<file path="src/rtl/axi_burst_master.sv">
// rtl/axi_burst_master.sv - AXI4 4-beat INCR burst master, one outstanding transaction
// Optional handshake watchdog enabled by defining AXI_MASTER_TIMEOUT_EN.
module axi_burst_master #(
  parameter int WIDTH_ID    = 2,
  parameter int WIDTH_DA    = 32,
  parameter int WIDTH_AD    = 32,
  parameter int TIMEOUT_CYC = 255
) (
  input  logic                  M_AXI_ACLK,
  input  logic                  M_AXI_ARESET,
  input  logic                  req_valid,
  output logic                  req_ready,
  input  logic                  req_we,
  input  logic [WIDTH_AD-1:0]   req_addr,
  input  logic [4*WIDTH_DA-1:0] req_wdata,
  output logic                  rsp_valid,
  output logic [4*WIDTH_DA-1:0] rsp_rdata,
  output logic                  rsp_err,
  output logic [WIDTH_ID-1:0]   M_AXI_AWID,
  output logic [WIDTH_AD-1:0]   M_AXI_AWADDR,
  output logic [3:0]            M_AXI_AWLEN,
  output logic [2:0]            M_AXI_AWSIZE,
  output logic [1:0]            M_AXI_AWBURST,
  output logic                  M_AXI_AWVALID,
  input  logic                  M_AXI_AWREADY,
  output logic [WIDTH_DA-1:0]   M_AXI_WDATA,
  output logic [WIDTH_DA/8-1:0] M_AXI_WSTRB,
  output logic                  M_AXI_WLAST,
  output logic                  M_AXI_WVALID,
  input  logic                  M_AXI_WREADY,
  input  logic [WIDTH_ID-1:0]   M_AXI_BID,
  input  logic [1:0]            M_AXI_BRESP,
  input  logic                  M_AXI_BVALID,
  output logic                  M_AXI_BREADY,
  output logic [WIDTH_ID-1:0]   M_AXI_ARID,
  output logic [WIDTH_AD-1:0]   M_AXI_ARADDR,
  output logic [3:0]            M_AXI_ARLEN,
  output logic [2:0]            M_AXI_ARSIZE,
  output logic [1:0]            M_AXI_ARBURST,
  output logic                  M_AXI_ARVALID,
  input  logic                  M_AXI_ARREADY,
  input  logic [WIDTH_ID-1:0]   M_AXI_RID,
  input  logic [WIDTH_DA-1:0]   M_AXI_RDATA,
  input  logic [1:0]            M_AXI_RRESP,
  input  logic                  M_AXI_RLAST,
  input  logic                  M_AXI_RVALID,
  output logic                  M_AXI_RREADY
);

  localparam logic [2:0] P_SIZE = 3'($clog2(WIDTH_DA/8));

  typedef enum logic [2:0] {S_IDLE, S_RD_ADDR, S_RD_DATA, S_WR_XFER, S_WR_RESP, S_DONE} state_t;

  state_t                r_state, w_state_nxt;
  logic [WIDTH_AD-1:0]   r_addr;
  logic [4*WIDTH_DA-1:0] r_wdata;
  logic [3*WIDTH_DA-1:0] r_line;
  logic [4*WIDTH_DA-1:0] r_rdata;
  logic [1:0]            r_cnt;
  logic                  r_aw_done, r_w_done, r_err;
  logic                  w_arvalid, w_rready, w_awvalid, w_wvalid, w_bready, w_tmo_hit;
  logic                  w_accept, w_beat3, w_ar_hs, w_r_hs, w_aw_hs, w_w_hs, w_b_hs;

  assign w_accept = (r_state == S_IDLE) && req_valid;
  assign w_beat3  = (r_cnt == 2'd3);
  assign w_ar_hs  = w_arvalid && M_AXI_ARREADY;
  assign w_r_hs   = w_rready && M_AXI_RVALID;
  assign w_aw_hs  = w_awvalid && M_AXI_AWREADY;
  assign w_w_hs   = w_wvalid && M_AXI_WREADY;
  assign w_b_hs   = w_bready && M_AXI_BVALID;

  always_ff @(posedge M_AXI_ACLK or posedge M_AXI_ARESET) begin
    if (M_AXI_ARESET) r_state <= S_IDLE;
    else              r_state <= w_state_nxt;
  end

  // Valids come only from registered state/flags, so none depends on a ready.
  always_comb begin
    w_state_nxt = r_state;
    w_arvalid   = 1'b0;
    w_rready    = 1'b0;
    w_awvalid   = 1'b0;
    w_wvalid    = 1'b0;
    w_bready    = 1'b0;
    case (r_state)
      S_IDLE:    if (req_valid) w_state_nxt = req_we ? S_WR_XFER : S_RD_ADDR;
      S_RD_ADDR: begin
        w_arvalid = 1'b1;
        if (M_AXI_ARREADY) w_state_nxt = S_RD_DATA;
      end
      S_RD_DATA: begin
        w_rready = 1'b1;
        if (M_AXI_RVALID && w_beat3) w_state_nxt = S_DONE;
      end
      S_WR_XFER: begin
        w_awvalid = !r_aw_done;
        w_wvalid  = !r_w_done;
        if ((r_aw_done || M_AXI_AWREADY) && (r_w_done || (M_AXI_WREADY && w_beat3)))
          w_state_nxt = S_WR_RESP;
      end
      S_WR_RESP: begin
        w_bready = 1'b1;
        if (M_AXI_BVALID) w_state_nxt = S_DONE;
      end
      S_DONE:    w_state_nxt = S_IDLE;
      default:   w_state_nxt = S_IDLE;
    endcase
    if (w_tmo_hit) begin
      w_arvalid   = 1'b0;
      w_rready    = 1'b0;
      w_awvalid   = 1'b0;
      w_wvalid    = 1'b0;
      w_bready    = 1'b0;
      w_state_nxt = S_DONE;
    end
  end

  always_ff @(posedge M_AXI_ACLK or posedge M_AXI_ARESET) begin
    if (M_AXI_ARESET) begin
      r_addr    <= '0;
      r_wdata   <= '0;
      r_line    <= '0;
      r_rdata   <= '0;
      r_cnt     <= 2'd0;
      r_aw_done <= 1'b0;
      r_w_done  <= 1'b0;
      r_err     <= 1'b0;
    end else begin
      if (w_accept) begin
        r_addr    <= req_addr;
        r_wdata   <= req_wdata;
        r_cnt     <= 2'd0;
        r_aw_done <= 1'b0;
        r_w_done  <= 1'b0;
        r_err     <= 1'b0;
      end
      if (w_r_hs) begin
        r_cnt <= r_cnt + 2'd1;
        if (!w_beat3) r_line[r_cnt*WIDTH_DA +: WIDTH_DA] <= M_AXI_RDATA;
        else          r_rdata <= {M_AXI_RDATA, r_line};
        if (M_AXI_RRESP != 2'b00 || M_AXI_RLAST != w_beat3) r_err <= 1'b1;
      end
      if (w_aw_hs) r_aw_done <= 1'b1;
      if (w_w_hs) begin
        r_cnt <= r_cnt + 2'd1;
        if (w_beat3) r_w_done <= 1'b1;
      end
      if (w_b_hs && M_AXI_BRESP != 2'b00) r_err <= 1'b1;
      if (w_tmo_hit) r_err <= 1'b1;
    end
  end

`ifdef AXI_MASTER_TIMEOUT_EN
  localparam int W_TMO = $clog2(TIMEOUT_CYC + 1);
  logic [W_TMO-1:0] r_tmo;
  logic             w_any_hs;
  logic             w_unused;

  assign w_any_hs  = w_ar_hs || w_r_hs || w_aw_hs || w_w_hs || w_b_hs;
  assign w_tmo_hit = (r_tmo == W_TMO'(TIMEOUT_CYC)) && (r_state != S_IDLE) && (r_state != S_DONE);
  assign w_unused  = &{1'b0, M_AXI_BID, M_AXI_RID};

  always_ff @(posedge M_AXI_ACLK or posedge M_AXI_ARESET) begin
    if (M_AXI_ARESET) r_tmo <= '0;
    else if (r_state == S_IDLE || r_state == S_DONE || w_state_nxt != r_state || w_any_hs)
      r_tmo <= '0;
    else r_tmo <= r_tmo + 1'b1;
  end
`else
  logic w_unused;
  assign w_tmo_hit = 1'b0;
  assign w_unused  = &{1'b0, M_AXI_BID, M_AXI_RID, (TIMEOUT_CYC == 0)};
`endif

  assign req_ready     = (r_state == S_IDLE);
  assign rsp_valid     = (r_state == S_DONE);
  assign rsp_err       = rsp_valid && r_err;
  assign rsp_rdata     = r_rdata;
  assign M_AXI_AWID    = '0;
  assign M_AXI_AWADDR  = r_addr;
  assign M_AXI_AWLEN   = 4'd3;
  assign M_AXI_AWSIZE  = P_SIZE;
  assign M_AXI_AWBURST = 2'b01;
  assign M_AXI_AWVALID = w_awvalid;
  assign M_AXI_WDATA   = r_wdata[r_cnt*WIDTH_DA +: WIDTH_DA];
  assign M_AXI_WSTRB   = '1;
  assign M_AXI_WLAST   = w_wvalid && w_beat3;
  assign M_AXI_WVALID  = w_wvalid;
  assign M_AXI_BREADY  = w_bready;
  assign M_AXI_ARID    = '0;
  assign M_AXI_ARADDR  = r_addr;
  assign M_AXI_ARLEN   = 4'd3;
  assign M_AXI_ARSIZE  = P_SIZE;
  assign M_AXI_ARBURST = 2'b01;
  assign M_AXI_ARVALID = w_arvalid;
  assign M_AXI_RREADY  = w_rready;

endmodule

</file>
<file path="config.mk">
export PLATFORM = sky130hd
export DESIGN_NAME = axi_burst_master
export DESIGN_NICKNAME = d
export VERILOG_FILES = /design/src/rtl/axi_burst_master.sv
export SDC_FILE = /design/constraint.sdc
export NUM_CORES = 1
export LEC_CHECK = 0
export CORE_MARGIN = 4
export CORE_UTILIZATION = 54
export CTS_BUF_LIST = sky130_fd_sc_hd__clkbuf_2 sky130_fd_sc_hd__clkbuf_4 sky130_fd_sc_hd__clkbuf_8
export CTS_CLUSTER_SIZE = 12
export DETAILED_ROUTE_END_ITERATION = 7
export HOLD_SLACK_MARGIN = 0.06
export PLACE_DENSITY = 0.95
export SLEW_MARGIN = 10
export SYNTH_ARGS = -nofsm -noshare
export SYNTH_HDL_FRONTEND = slang
export SYNTH_SLANG_ARGS = --single-unit
</file>
<file path="constraint.sdc">
create_clock -name M_AXI_ACLK -period 23 [get_ports M_AXI_ACLK]
set_input_delay 4.6 -clock M_AXI_ACLK [delete_from_list [all_inputs] [get_ports M_AXI_ACLK]]
set_output_delay 4.6 -clock M_AXI_ACLK [all_outputs]
set_load 0.01 [all_outputs]
</file>
======== Yosys cells after proc, flatten, opt, wreduce, memory -nomap -nowiden ========
Index checks and enable logic that the tools add are counted.
operators by class
  add/sub/neg operators ................... 2
  reduce and logical (&&, ||, !) cells .... 24
  multiplexer cells ....................... 25
  shift-type cells ........................ 3
  bitwise logic cells ..................... 1
  equal/unequal tests ..................... 12
operators with widths
  cell                                                                       count
  128-bit by 8-bit indexed part select with 32-bit output                    1
  96-bit bitwise mux                                                         1
  32-bit by 34-bit variable shift with 96-bit output (first input constant)  1
  32-bit by 34-bit indexed part select with 96-bit output                    1
  7-bit negation with 34-bit output                                          1
  3-bit 2-to-1 mux                                                           5
  3-bit case mux with 5 select lines                                         1
  1-bit 2-to-1 mux                                                           14
  1-bit logical AND                                                          11
  2-bit inequality test (second input constant)                              5
  2-bit 2-to-1 mux                                                           4
  3-bit by 2-bit == test with 1-bit output (second input constant)           2
  3-bit == test (second input constant)                                      2
  2-bit nonzero test                                                         3
  5-bit AND reduction                                                        1
  2-bit AND reduction                                                        2
  3-bit by 1-bit == test with 1-bit output (second input constant)           1
  3-bit logical NOT                                                          1
  1-bit logical OR                                                           3
  3-bit nonzero test                                                         1
  2-bit by 1-bit adder with 2-bit output (second input constant)             1
  2-bit == test (second input constant)                                      1
  1-bit logical NOT                                                          2
  1-bit inequality test                                                      1
  1-bit NOT                                                                  1
word-level totals
  output and inout port bits .............. 259
  flip-flop bits (word level) ............. 392
  logic and storage cells ................. 76
  bits of input ports ..................... 210

======== Depth between registers and ports, before layout ========
  word-level depth ........................ 6
  mapped depth ............................ 9
  gate-level depth less buffers ........... 5

======== Least setup slack after synthesis ========
OpenSTA, ideal clock, no wires.
  path kind ............................... register -> output
  start point ............................. register r_cnt[0]
  end point ............................... output M_AXI_WDATA[10]
  stages on the path, launching flop included .. 4
  path buffers ............................ 2
  path slack .............................. 16.916 ns
  arrival time ............................ 1.484 ns
  cells stage by stage .................... dfrtp_1 -> buf_2 -> buf_2 -> mux4_2
on the way
  cells in the longest elaborated chain, start to end .. 1
RTL lines
  element                                                  line  text
  from (decl)                                              59    logic [1:0] r_cnt;
  from (signal assigned)                                   138   r_cnt <= r_cnt + 2'd1;
  from (signal assigned)                                   145   r_cnt <= r_cnt + 2'd1;
  128-bit by 8-bit indexed part select with 32-bit output  185   assign M_AXI_WDATA = r_wdata[r_cnt*WIDTH_DA +: WIDTH_DA];
  to (decl)                                                26    output logic [WIDTH_DA-1:0] M_AXI_WDATA,
Every way passes these cells.

======== Worst setup path after layout ========
  start point ............................. register r_cnt[1]
  end point ............................... output M_AXI_WLAST
on the way
  cells in the longest elaborated chain, start to end .. 2
RTL lines
  element            line  text
  2-bit == test      65    assign w_beat3 = (r_cnt == 2'd3);
  1-bit logical AND  187   assign M_AXI_WLAST = w_wvalid && w_beat3;
  to (decl)          28    output logic M_AXI_WLAST,
Every way passes these cells.

==> impl_results.md <==
- Post-CTS setup buffer count: 0
- Final core occ: a little over 70%
- CTS tree: built
- Final period util: 34.5%
- Post-synthesis cell area: 17300 sq um
- Global Route Usage Sum: 27.9%
- Yosys warnings: 0
- Peak VDD IR: 0.0000799 V
- Initial Util: 54.8%
- CTS clk-pin slew, worst paths: 0.06 ns
- TritonRoute pass-1 iters: 5
- Slew Limit Fails: 0
- DR vias: 12647
- Critical path capture point type: output pin
- Leakage: 11.6 nW
- Vias in the first global route: between 10000 and 15000
- Layout cell share with drive strength beyond 1: between 10% and 20%
- Final count of hold timing violations: 0
- Clock Tree Buf Depth: 3
- Fillers: between 1500 and 2000
- Number of instances in the placed design: 2266
- CP startpoint kind: register
- DR WL met3: 3.45 mm
- Largest net degree at the start of global routing: 184
- Final GP Congestion: approximately 0.8
- DP Wirelength: between 30 and 40 mm
- Final #Nets: about 2100
- RSZ-0062 raised after global routing: false
- I/O Buffers: 438
- PostCTS Resize Cnt: 0
- Final worst slack: 15.07 ns
- Std cell rows: between 60 and 70
- Metal-1 WL: 18.0 mm
- Unique cell type count in the Yosys netlist: 37
- Design Area, Final: 22700 sq um
- Crit Path Max Fanout: 35
- Syn Area/Cell: 11.3 sq um
- Clk_skew: 0.0166 ns
- Setup violators final: 0
- Pre-CTS setup slack: about 15 ns
- Number of antenna violations at the first check in global routing: 15
- DR DRC count: 0
- Clock latency at the later pin of the worst-skew pair: slightly below 0.6 ns
- Die area: 34900 sq um
- Grt total ovfl: 0
- Wire per inst: 20.8 microns
- Slew margin rel.: 19.9%
- Die height: 187 microns
- Seq/Total Area, Yosys: between 50% and 60%
- Final min period: 7.93 ns
- Total Wirelength: 49.6 mm
- CTS buffer count: 61
- Top sig layer: met4
- # clock sinks: ~400
- Crit path required time: 18.40 ns
- Most frequent cells in the layout: nand2_1, clkdlybuf4s50_1, dfrtp_1
- PD cells: ~140 nW/um^2
- Hold-fix buffers, CTS: 0
- Worst Hold Class: reg -> reg
- Antenna Nets Post-Route: 0
- Critical path class: reg -> out
- Io pins: 469
- Status: complete, no violations
- CTS H-tree depth: 2
- Worst-margin pin slew: about 1.2 ns
- Mapped Cells: 1529
- Fmax: 126 MHz
- Max Cap Viol: 0
- Global-route wire length before repair: 77.9 mm
- Root Buffer Master: clkbuf_8
- WP data arrival: 3.33 ns
- Placed Area: 21400 sq um
- Synthesized flop and latch total: 392
- Vias per cell: 5.30
- WL met2: 26.1 mm
- Core area: between 30000 and 40000 sq um
- Finished Layout Cells: 2388
- Commonest non-fill, non-tap cell in the layout: nand2_1
- Area growth, synth to finish: 31.6%
- Chip width: 187 microns
- Drt initial violations: 949
- Setup TNS: 0 ns
==> where the power goes <==
group          switching, W  internal (W)
registers          0.000217      0.000989
clock network      0.000268      0.000333
logic              0.000605      0.000714
total               0.00109       0.00204
==> Yosys cell counts <==
cell type  instances  area share (%)
and4bb_1           1           0.072
nor4b_1            1           0.051
buf_4             68             3.0
ha_1               5            0.36
mux2_4           100             8.7
nand2_2            1           0.036
nor2_1             5            0.11
buf_6              4            0.26
a311oi_1           1           0.051
nand2_1          582              13
nand2b_1           5            0.18
mux4_2            32             4.2
mux2i_1           97             5.6
buf_12            10             1.2
o32ai_1            1           0.051
and2_1             1           0.036
o221ai_1           1           0.051
xor2_1             1           0.051
mux2_2            28             1.8
nand3_1            3           0.087
buf_2             22            0.64
inv_1            100             2.2
or4b_1             1           0.058
nor3b_1            5            0.22
o31ai_1            3            0.13
mux2_1             1           0.065
dfrtp_1          392              57
o211ai_1           1           0.043
nor3_1             2           0.058
o21ai_0            3           0.087
a21oi_1            4            0.12
a21o_1             2           0.087
conb_1             2           0.043
nor2b_1            3            0.11
clkbuf_1          36            0.78
nand3b_1           3            0.13
and3b_1            2            0.10
==> worst max-delay path, cell delays in order, from the launching register on <==
cell             delay (ns)
dfrtp_2                0.99
ha_1                   0.60
inv_1                  0.25
nor3_1                 0.23
clkdlybuf4s50_1        0.65
==> state kept, by name (all words and copies together) (netlist names) <==
name	cells
r_aw_done	1
r_cnt	2
r_line	96
M_AXI_ARADDR	32
r_state	3
r_w_done	1
rsp_rdata	128
r_err	1
r_wdata	128
==> worst paths after layout <==
kind | startpoint | to | slack, ns | cells after the start
max in group asynchronous | M_AXI_ARESET | r_cnt[0] | 16.72 | 3
hold reg to reg | r_wdata[42] | r_wdata[42] | 0.48 | 2
hold / removal | r_wdata[42] | r_wdata[42] | 0.48 | 2
setup / recovery | r_cnt[1] | M_AXI_WLAST | 15.07 | 4
setup reg to reg | r_cnt[1] | rsp_rdata[1] | 19.53 | 4
min in group asynchronous | M_AXI_ARESET | r_wdata[3] | 4.63 | 2
==> area by class of cell <==
type                    count  area [sq um]  area share [%]
diodes                     14          35.0           0.154
clock buffers              99          1220            5.36
clock inverters             9          58.8           0.259
inverters                 100           383            1.68
multi-input cells         921          6240            27.4
flip-flops and latches    392          9810            43.1
well taps                 402           503            2.21
repair buffers            451          4490            19.8
==> logic make-up (layout without fill, tap and decap cells) <==
| logic type | after synthesis | count (layout) | synth area share [%] |
|---|---|---|---|
| compound gates | 16 | 16 | 0.615 |
| xor+xnor | 1 | 1 | 0.0507 |
| fa+ha+maj | 5 | 5 | 0.362 |
| buf+inv | 240 | 659 | 7.96 |
| flops | 392 | 392 | 56.7 |
| mux | 258 | 258 | 20.4 |
| other cells | 2 | 40 | 0.0434 |
| simple gates | 615 | 615 | 13.9 |
==> through the flow <==
stage | hold slack [ns] | power [W]
5_1_grt | 0.490 | 0.00330
4_1_cts | 0.477 | 0.00315
3_3_place_gp | 0.454 | 0.00244
6_report | 0.478 | 0.00313
2_1_floorplan | 0.440 | 0.00189
3_5_place_dp | 0.458 | 0.00252
==> per-layer routing <==
metal | up-vias | GRT usage [%]
li1 | 5583 | -
met1 | 6408 | 30.5
met2 | 535 | 50.7
met3 | 121 | 8.12
met4 | 0 | 11.8
met5 | - | 0
Note: power is estimated with default switching activity, not from simulation.
